File: src/rtl/digdug_io06xx_if.sv
// Device-bus and custom-chip side signals of the Namco 06XX I/O bridge.
interface digdug_io06xx_if;
    logic [15:0] dev_ad;
    logic        dev_rd;
    logic        dev_wr;
    logic [7:0]  dev_di;
    logic        dev_dv;
    logic [7:0]  dev_do;
    logic [3:0]  chip_sel;
    logic        chip_wr;
    logic        chip_rd;
    logic [7:0]  chip_di;
    logic [31:0] chip_do;
    logic        nmi_req;

    modport master (
        output dev_ad, dev_rd, dev_wr, dev_di, chip_do,
        input  dev_dv, dev_do, chip_sel, chip_wr, chip_rd, chip_di, nmi_req
    );

    modport slave (
        input  dev_ad, dev_rd, dev_wr, dev_di, chip_do,
        output dev_dv, dev_do, chip_sel, chip_wr, chip_rd, chip_di, nmi_req
    );
endinterface

File: src/rtl/digdug_io06xx.sv
// Namco 06XX bridge: decodes the 0x70xx/0x71xx windows, forwards single strobes
// to the custom chips and generates the periodic NMI request for CPU0.
module digdug_io06xx #(
    parameter int SLOT_LEN     = 2,
    parameter int NMI_PRESCALE = 4800
) (
    input logic            i_clk,
    input logic            i_reset,
    digdug_io06xx_if.slave io_bus
);
    localparam logic [1:0]  S_IDLE    = 2'd0;
    localparam logic [1:0]  S_ACT     = 2'd1;
    localparam logic [1:0]  S_HOLD    = 2'd2;
    localparam logic [15:0] PRE_LAST  = 16'(NMI_PRESCALE - 1);
    localparam logic [7:0]  HOLD_LAST = 8'(SLOT_LEN - 3);

    logic [1:0]  r_state;
    logic [7:0]  r_hold;
    logic [7:0]  r_ctrl;
    logic [7:0]  r_chipDi;
    logic        r_chipWr;
    logic        r_chipRd;
    logic        r_rdPend;
    logic        r_rdCtrl;
    logic        r_devDv;
    logic [7:0]  r_devDo;
    logic [15:0] r_pre;
    logic [2:0]  r_unit;
    logic        r_nmi;

    logic        w_dataHit;
    logic        w_ctrlHit;
    logic        w_access;
    logic        w_ctrlWrite;
    logic [7:0]  w_rdByte;
    logic        w_unused;

    assign w_dataHit   = (io_bus.dev_ad[15:8] == 8'h70);
    assign w_ctrlHit   = (io_bus.dev_ad[15:8] == 8'h71);
    assign w_access    = (io_bus.dev_rd | io_bus.dev_wr) & (w_dataHit | w_ctrlHit);
    assign w_ctrlWrite = (r_state == S_IDLE) & w_access & io_bus.dev_wr & w_ctrlHit;
    assign w_unused    = &{1'b0, io_bus.dev_ad[7:0]};

    // Lowest selected chip answers a read; nothing selected or write direction reads as open bus.
    always_comb begin
        w_rdByte = 8'hFF;
        if (r_ctrl[4]) begin
            casez (r_ctrl[3:0])
                4'b???1: w_rdByte = io_bus.chip_do[7:0];
                4'b??10: w_rdByte = io_bus.chip_do[15:8];
                4'b?100: w_rdByte = io_bus.chip_do[23:16];
                4'b1000: w_rdByte = io_bus.chip_do[31:24];
                default: w_rdByte = 8'hFF;
            endcase
        end
    end

    always_ff @(posedge i_clk) begin
        if (i_reset) begin
            r_state  <= S_IDLE;
            r_hold   <= 8'd0;
            r_ctrl   <= 8'h10;
            r_chipDi <= 8'd0;
            r_chipWr <= 1'b0;
            r_chipRd <= 1'b0;
            r_rdPend <= 1'b0;
            r_rdCtrl <= 1'b0;
            r_devDv  <= 1'b0;
            r_devDo  <= 8'd0;
        end else begin
            r_chipWr <= 1'b0;
            r_chipRd <= 1'b0;
            r_devDv  <= 1'b0;
            r_devDo  <= 8'd0;
            if (r_state == S_ACT && r_rdPend) begin
                r_devDv <= 1'b1;
                r_devDo <= r_rdCtrl ? r_ctrl : w_rdByte;
            end
            case (r_state)
                S_IDLE: begin
                    if (w_access) begin
                        r_state  <= S_ACT;
                        r_hold   <= 8'd0;
                        r_rdPend <= io_bus.dev_rd & ~io_bus.dev_wr;
                        r_rdCtrl <= w_ctrlHit;
                        if (io_bus.dev_wr) begin
                            if (w_ctrlHit) begin
                                r_ctrl <= io_bus.dev_di;
                            end else begin
                                r_chipDi <= io_bus.dev_di;
                                r_chipWr <= (r_ctrl[3:0] != 4'd0) & ~r_ctrl[4];
                            end
                        end else if (w_dataHit) begin
                            r_chipRd <= 1'b1;
                        end
                    end
                end
                S_ACT: begin
                    r_state <= (SLOT_LEN > 2) ? S_HOLD : S_IDLE;
                end
                S_HOLD: begin
                    if (r_hold == HOLD_LAST) begin
                        r_state <= S_IDLE;
                    end else begin
                        r_hold <= r_hold + 8'd1;
                    end
                end
                default: r_state <= S_IDLE;
            endcase
        end
    end

    // Any CTRL write restarts the NMI phase, even when the period code is unchanged.
    always_ff @(posedge i_clk) begin
        if (i_reset) begin
            r_pre  <= 16'd0;
            r_unit <= 3'd0;
            r_nmi  <= 1'b0;
        end else begin
            r_nmi <= 1'b0;
            if (w_ctrlWrite || r_ctrl[7:5] == 3'd0) begin
                r_pre  <= 16'd0;
                r_unit <= 3'd0;
            end else if (r_pre == PRE_LAST) begin
                r_pre <= 16'd0;
                if (r_unit + 3'd1 == r_ctrl[7:5]) begin
                    r_nmi  <= 1'b1;
                    r_unit <= 3'd0;
                end else begin
                    r_unit <= r_unit + 3'd1;
                end
            end else begin
                r_pre <= r_pre + 16'd1;
            end
        end
    end

    assign io_bus.dev_dv   = r_devDv;
    assign io_bus.dev_do   = r_devDo;
    assign io_bus.chip_sel = r_ctrl[3:0];
    assign io_bus.chip_wr  = r_chipWr;
    assign io_bus.chip_rd  = r_chipRd;
    assign io_bus.chip_di  = r_chipDi;
    assign io_bus.nmi_req  = r_nmi;
endmodule

File: src/flat_wrapper.sv
// flat-port wrapper written by rule: the top's interface ports become plain ports
module digdug_io06xx_flat 
#(
    parameter int SLOT_LEN     = 2,
    parameter int NMI_PRESCALE = 4800
)
  (i_clk, i_reset, io_bus_dev_ad, io_bus_dev_rd, io_bus_dev_wr, io_bus_dev_di, io_bus_chip_do, io_bus_dev_dv, io_bus_dev_do, io_bus_chip_sel, io_bus_chip_wr, io_bus_chip_rd, io_bus_chip_di, io_bus_nmi_req);
  digdug_io06xx_if io_bus_i ();
  input logic i_clk;
  input logic i_reset;
  input wire logic [$bits(io_bus_i.dev_ad)-1:0] io_bus_dev_ad;
  input wire logic [$bits(io_bus_i.dev_rd)-1:0] io_bus_dev_rd;
  input wire logic [$bits(io_bus_i.dev_wr)-1:0] io_bus_dev_wr;
  input wire logic [$bits(io_bus_i.dev_di)-1:0] io_bus_dev_di;
  input wire logic [$bits(io_bus_i.chip_do)-1:0] io_bus_chip_do;
  output wire logic [$bits(io_bus_i.dev_dv)-1:0] io_bus_dev_dv;
  output wire logic [$bits(io_bus_i.dev_do)-1:0] io_bus_dev_do;
  output wire logic [$bits(io_bus_i.chip_sel)-1:0] io_bus_chip_sel;
  output wire logic [$bits(io_bus_i.chip_wr)-1:0] io_bus_chip_wr;
  output wire logic [$bits(io_bus_i.chip_rd)-1:0] io_bus_chip_rd;
  output wire logic [$bits(io_bus_i.chip_di)-1:0] io_bus_chip_di;
  output wire logic [$bits(io_bus_i.nmi_req)-1:0] io_bus_nmi_req;
  assign io_bus_i.dev_ad = io_bus_dev_ad;
  assign io_bus_i.dev_rd = io_bus_dev_rd;
  assign io_bus_i.dev_wr = io_bus_dev_wr;
  assign io_bus_i.dev_di = io_bus_dev_di;
  assign io_bus_i.chip_do = io_bus_chip_do;
  assign io_bus_dev_dv = io_bus_i.dev_dv;
  assign io_bus_dev_do = io_bus_i.dev_do;
  assign io_bus_chip_sel = io_bus_i.chip_sel;
  assign io_bus_chip_wr = io_bus_i.chip_wr;
  assign io_bus_chip_rd = io_bus_i.chip_rd;
  assign io_bus_chip_di = io_bus_i.chip_di;
  assign io_bus_nmi_req = io_bus_i.nmi_req;
  digdug_io06xx #(.SLOT_LEN(SLOT_LEN), .NMI_PRESCALE(NMI_PRESCALE)) u_core (.i_clk(i_clk), .i_reset(i_reset), .io_bus(io_bus_i));
endmodule
File: config.mk
export PLATFORM = sky130hd
export DESIGN_NAME = digdug_io06xx_flat
export DESIGN_NICKNAME = d
export VERILOG_FILES = /design/src/rtl/digdug_io06xx_if.sv /design/src/rtl/digdug_io06xx.sv /design/src/flat_wrapper.sv
export SDC_FILE = /design/constraint.sdc
export NUM_CORES = 1
export LEC_CHECK = 0
export CELL_PAD_IN_SITES_DETAIL_PLACEMENT = 1
export CELL_PAD_IN_SITES_GLOBAL_PLACEMENT = 2
export CORE_ASPECT_RATIO = 0.5
export CORE_UTILIZATION = 24
export DETAILED_ROUTE_END_ITERATION = 8
export GPL_TIMING_DRIVEN = 1
export MAX_ROUTING_LAYER = met4
export PLACE_DENSITY_LB_ADDON = 0.1
export RECOVER_POWER = 25
export SYNTH_ARGS = -nofsm -noshare
export SYNTH_HDL_FRONTEND = slang
export SYNTH_SLANG_ARGS = --single-unit
File: constraint.sdc
create_clock -name i_clk -period 1.65 [get_ports i_clk]
set_input_delay 0.33 -clock i_clk [delete_from_list [all_inputs] [get_ports i_clk]]
set_output_delay 0.33 -clock i_clk [all_outputs]
set_load 0.05 [all_outputs]
==> summary.md <==
| Metric | Value |
|---|---|
| Status | `finished, violations left` |
| Failing checks | `negative setup slack` |
| First-pass GRT wire length | `11720 µm` |
| Initial drt markers | `66` |
| Worst-path fanout max | `8` |
| Top FF cell, synth | `dfxtp_1` |
| Clock tree sinks | `50` |
| HP Class | `flop to flop` |
| CTS root buf | `clkbuf_16` |
| Critical Path RT | `1.87 ns` |
| FMAX | `603.7 MHz` |
| Core Area | `approximately 9700 µm²` |
| Maxcap violations | `0` |
| Fin nets | `between 400 and 500` |
| Worst-Skew Late Latency | `0.28 ns` |
| Largest cells by area after synthesis | `dfxtp_1 41%, mux2i_1 6.5%, nor2_4 3.7%` |
| DR DRC count | `0` |
| Final worst setup slack | `-0.006447 ns` |
| GRT overflow | `0` |
| Crit path cell chain | `clkdlybuf4s50_1, nand2_2, nor3_4, buf_4, or4b_4, buf_12, a21oi_2` |
| Count of buffers from port buffering | `75` |
| Via count | `2225` |
| Switching Power | `506.5 µW` |
| Warnings, synthesis | `0` |
| Num rows | `25` |
| Min Clock Period, post-route | `approximately 1.7 ns` |
| DRT Wirelength | `7194 µm` |
| Met2 WL | `roughly 3700 µm` |
| Crit start category | `input port` |
| Htree depth | `2` |
| Io pins | `84` |
| Flop pwr share | `0.475` |
| Slew of the pin with the lowest slew margin | `about 0.62 ns` |
| Final period util | `1.004` |
| Slew Viols, Final | `0` |
| # setup viols final | `2` |
| Distinct cells, synth | `between 50 and 60` |
| Wire per inst | `14.53 µm` |
| Hold Slack | `0.4746 ns` |
| Cells after synthesis | `250` |
| Die W | `about 150 µm` |
| HPWL Detailed | `around 5600 µm` |
| Slowest stage cell on the critical path | `or4b_4` |
| Pwr/cell area | `665.8 nW/µm²` |
| Met3 WL | `241 µm` |
| Final hold vios | `0` |
| First-pass DRT Iterations | `4` |
| Overall power | `between 2000 and 3000 µW` |
| Syn Nets | `312` |
| Clock share of power | `0.458` |
| Reg clk slew, reported paths | `~0.06 ns` |
| P_int | `2035 µW` |
| Critical path capture point type | `flop` |
| DRT met1 WL | `3234 µm` |
| Register area share after synthesis | `0.4065` |
| Die Y | `73.63 µm` |
| Clk_skew | `between 0.003 and 0.004 ns` |
| Synth top area share | `0.4065` |
| Crit path DAT | `1.88 ns` |
| RSZ-0062 raised after global routing | `yes` |
| CTS tree | `built` |
| Starting Density | `0.2539` |
| P&R area growth vs syn | `55.03%` |
| Routed Antenna Nets | `0` |
| Antenna violations before repair | `0` |
| Leak | `~0.0014 µW` |
| Via density | `4.495` |
| Switch share | `0.1993` |
| # diodes | `0` |
| CTS max path bufs | `2` |
| Crit path kind | `input port to flop` |
| Gr usage total | `0.1463` |
| Number of global-route vias before repair | `about 2400` |
| Post-synthesis register bit count | `50` |
| Async set-or-reset flop fraction in the synthesized netlist | `0` |
| Die Footprint | `10690 µm²` |
| GP Congestion | `0.7659` |
| TritonCTS Buffers | `5` |
| Top cell type by total area after synthesis | `dfxtp_1` |
| Layout cells sized above 1 | `0.2889` |
| Combinational cell fraction of total power | `0.067` |
| Post-Syn Area | `between 2000 and 2500 µm²` |
| Mapped Avg Cell Area | `9.849 µm²` |
| Post-synth EDFFs | `0` |
| Largest net degree at the start of global routing | `19` |
| Slew headroom | `0.5863` |
| Worst vdd ir | `roughly 0.33 mV` |
| Top Metal Used | `met4` |
| Crit-path max cell delay | `0.56 ns` |
## placed cells by master (no fill, tap or decap), drive strengths merged, types with 6 or more instances in the layout
cell and instances:
xor2 7, dfxtp 50, nor4 6, nand3 6
mux2i 16, buf 54, a311oi 7, clkbuf 19
a2bb2oi 6, a21oi 8, clkdlybuf4s50 43, a22oi 7
nand2 18, nor2b 8, nor2 32, inv 6
## synthesized netlist by cell type, types with 5 or more instances
library cell,instances
inv_1,6
dfxtp_1,50
nand2_1,18
mux2i_1,16
a2bb2oi_1,6
xor2_1,7
clkbuf_1,7
xnor2_1,5
a311oi_1,7
nor2_4,8
nor2_1,22
a21oi_1,8
nor2b_1,7
a22oi_1,7
nand3_1,5
nor4_1,6
## flip-flops by register name, summed over array words and instances, names as in the netlist, 3 cells and up
signal	count
u_core.io_bus.chip_di	8
u_core.r_ctrl	8
u_core.io_bus.dev_do	8
u_core.r_unit	3
u_core.r_pre	16
## cell type report
type	count	area, µm²
Tap cell	135	168.9
Timing Repair Buffer	117	1027
Clock buffer	5	125.1
Inverter	6	22.52
Fill cell	1127	5879
Clock inverter	3	40.04
Multi-Input combinational cell	179	1429
Sequential cell	50	1005
## timing repair
action                     4_1_cts  5_1_grt
resized for setup               17       20
buffers inserted                 2        1
hold endpoints to repair         0        0
setup endpoints to repair       28       38
cloned                           1        0
hold buffers                     0        0
pin swaps                        7        7
## per-layer routing
layer | track usage | vias to the layer above
met5 | - | -
met4 | 0.03392 | 0
met3 | 0.03230 | 2
met2 | 0.2666 | 40
met1 | 0.1669 | 1070
li1 | - | 1113
## final timing paths
| check | end | depth (start not counted) | slack (ns) | start |
|---|---|---|---|---|
| setup reg to reg | u_core.r_pre[14]$_SDFF_PP0_ | 6 | 0 | u_core.r_pre[1]$_SDFF_PP0_ |
| hold reg to reg | u_core.r_unit[1]$_SDFFE_PP0N_ | 2 | 0.47 | u_core.r_unit[1]$_SDFFE_PP0N_ |
| hold / removal | u_core.r_unit[1]$_SDFFE_PP0N_ | 2 | 0.47 | u_core.r_unit[1]$_SDFFE_PP0N_ |
| setup / recovery | u_core.r_pre[14]$_SDFF_PP0_ | 7 | -0.006 | io_bus_dev_ad[8] |
## power groups by stage
| stage | Combinational (µW) | Clock [µW] | Sequential [µW] |
|---|---|---|---|
| floorplan | 22.0 | 0 | 1240 |
| global placement | 171 | 0 | 1240 |
| detailed placement | 174 | 0 | 1240 |
| CTS | 171 | 1210 | 1210 |
| global route | 182 | 1250 | 1210 |
| finish | 170 | 1160 | 1210 |
## kinds of logic after synthesis
family	count (synthesis)	synth area share
adder cells (fa/ha/maj)	2	0.01016
buffers and inverters	21	0.05132
XOR/XNOR	13	0.05183
AO/OA/AOI/OAI	40	0.1164
multiplexers	16	0.06504
AND/OR/NAND/NOR	108	0.2988
flip-flops	50	0.4065
## critical path, delay by kind of cell
family | cells | cell delay [ns]
buf+inv | 3 | 0.75
simple gates | 3 | 0.70
compound gates | 1 | 0.09
## through the flow
stage	util	std cells	setup WS [ns]	instance area (µm²)	setup TNS [ns]
finish	0.3937	495	-0.006447	3817	-0.01042
global route	0.3937	495	-0.06296	3817	-0.5910
CTS	0.3926	494	-0.03932	3807	-0.5188
detailed placement	0.3710	483	-0.5302	3597	-16.13
global placement	0.3710	483	-0.4913	3597	-14.51
floorplan	-	250	0.006772	2481	0
(Power assumes the default switching activity.)
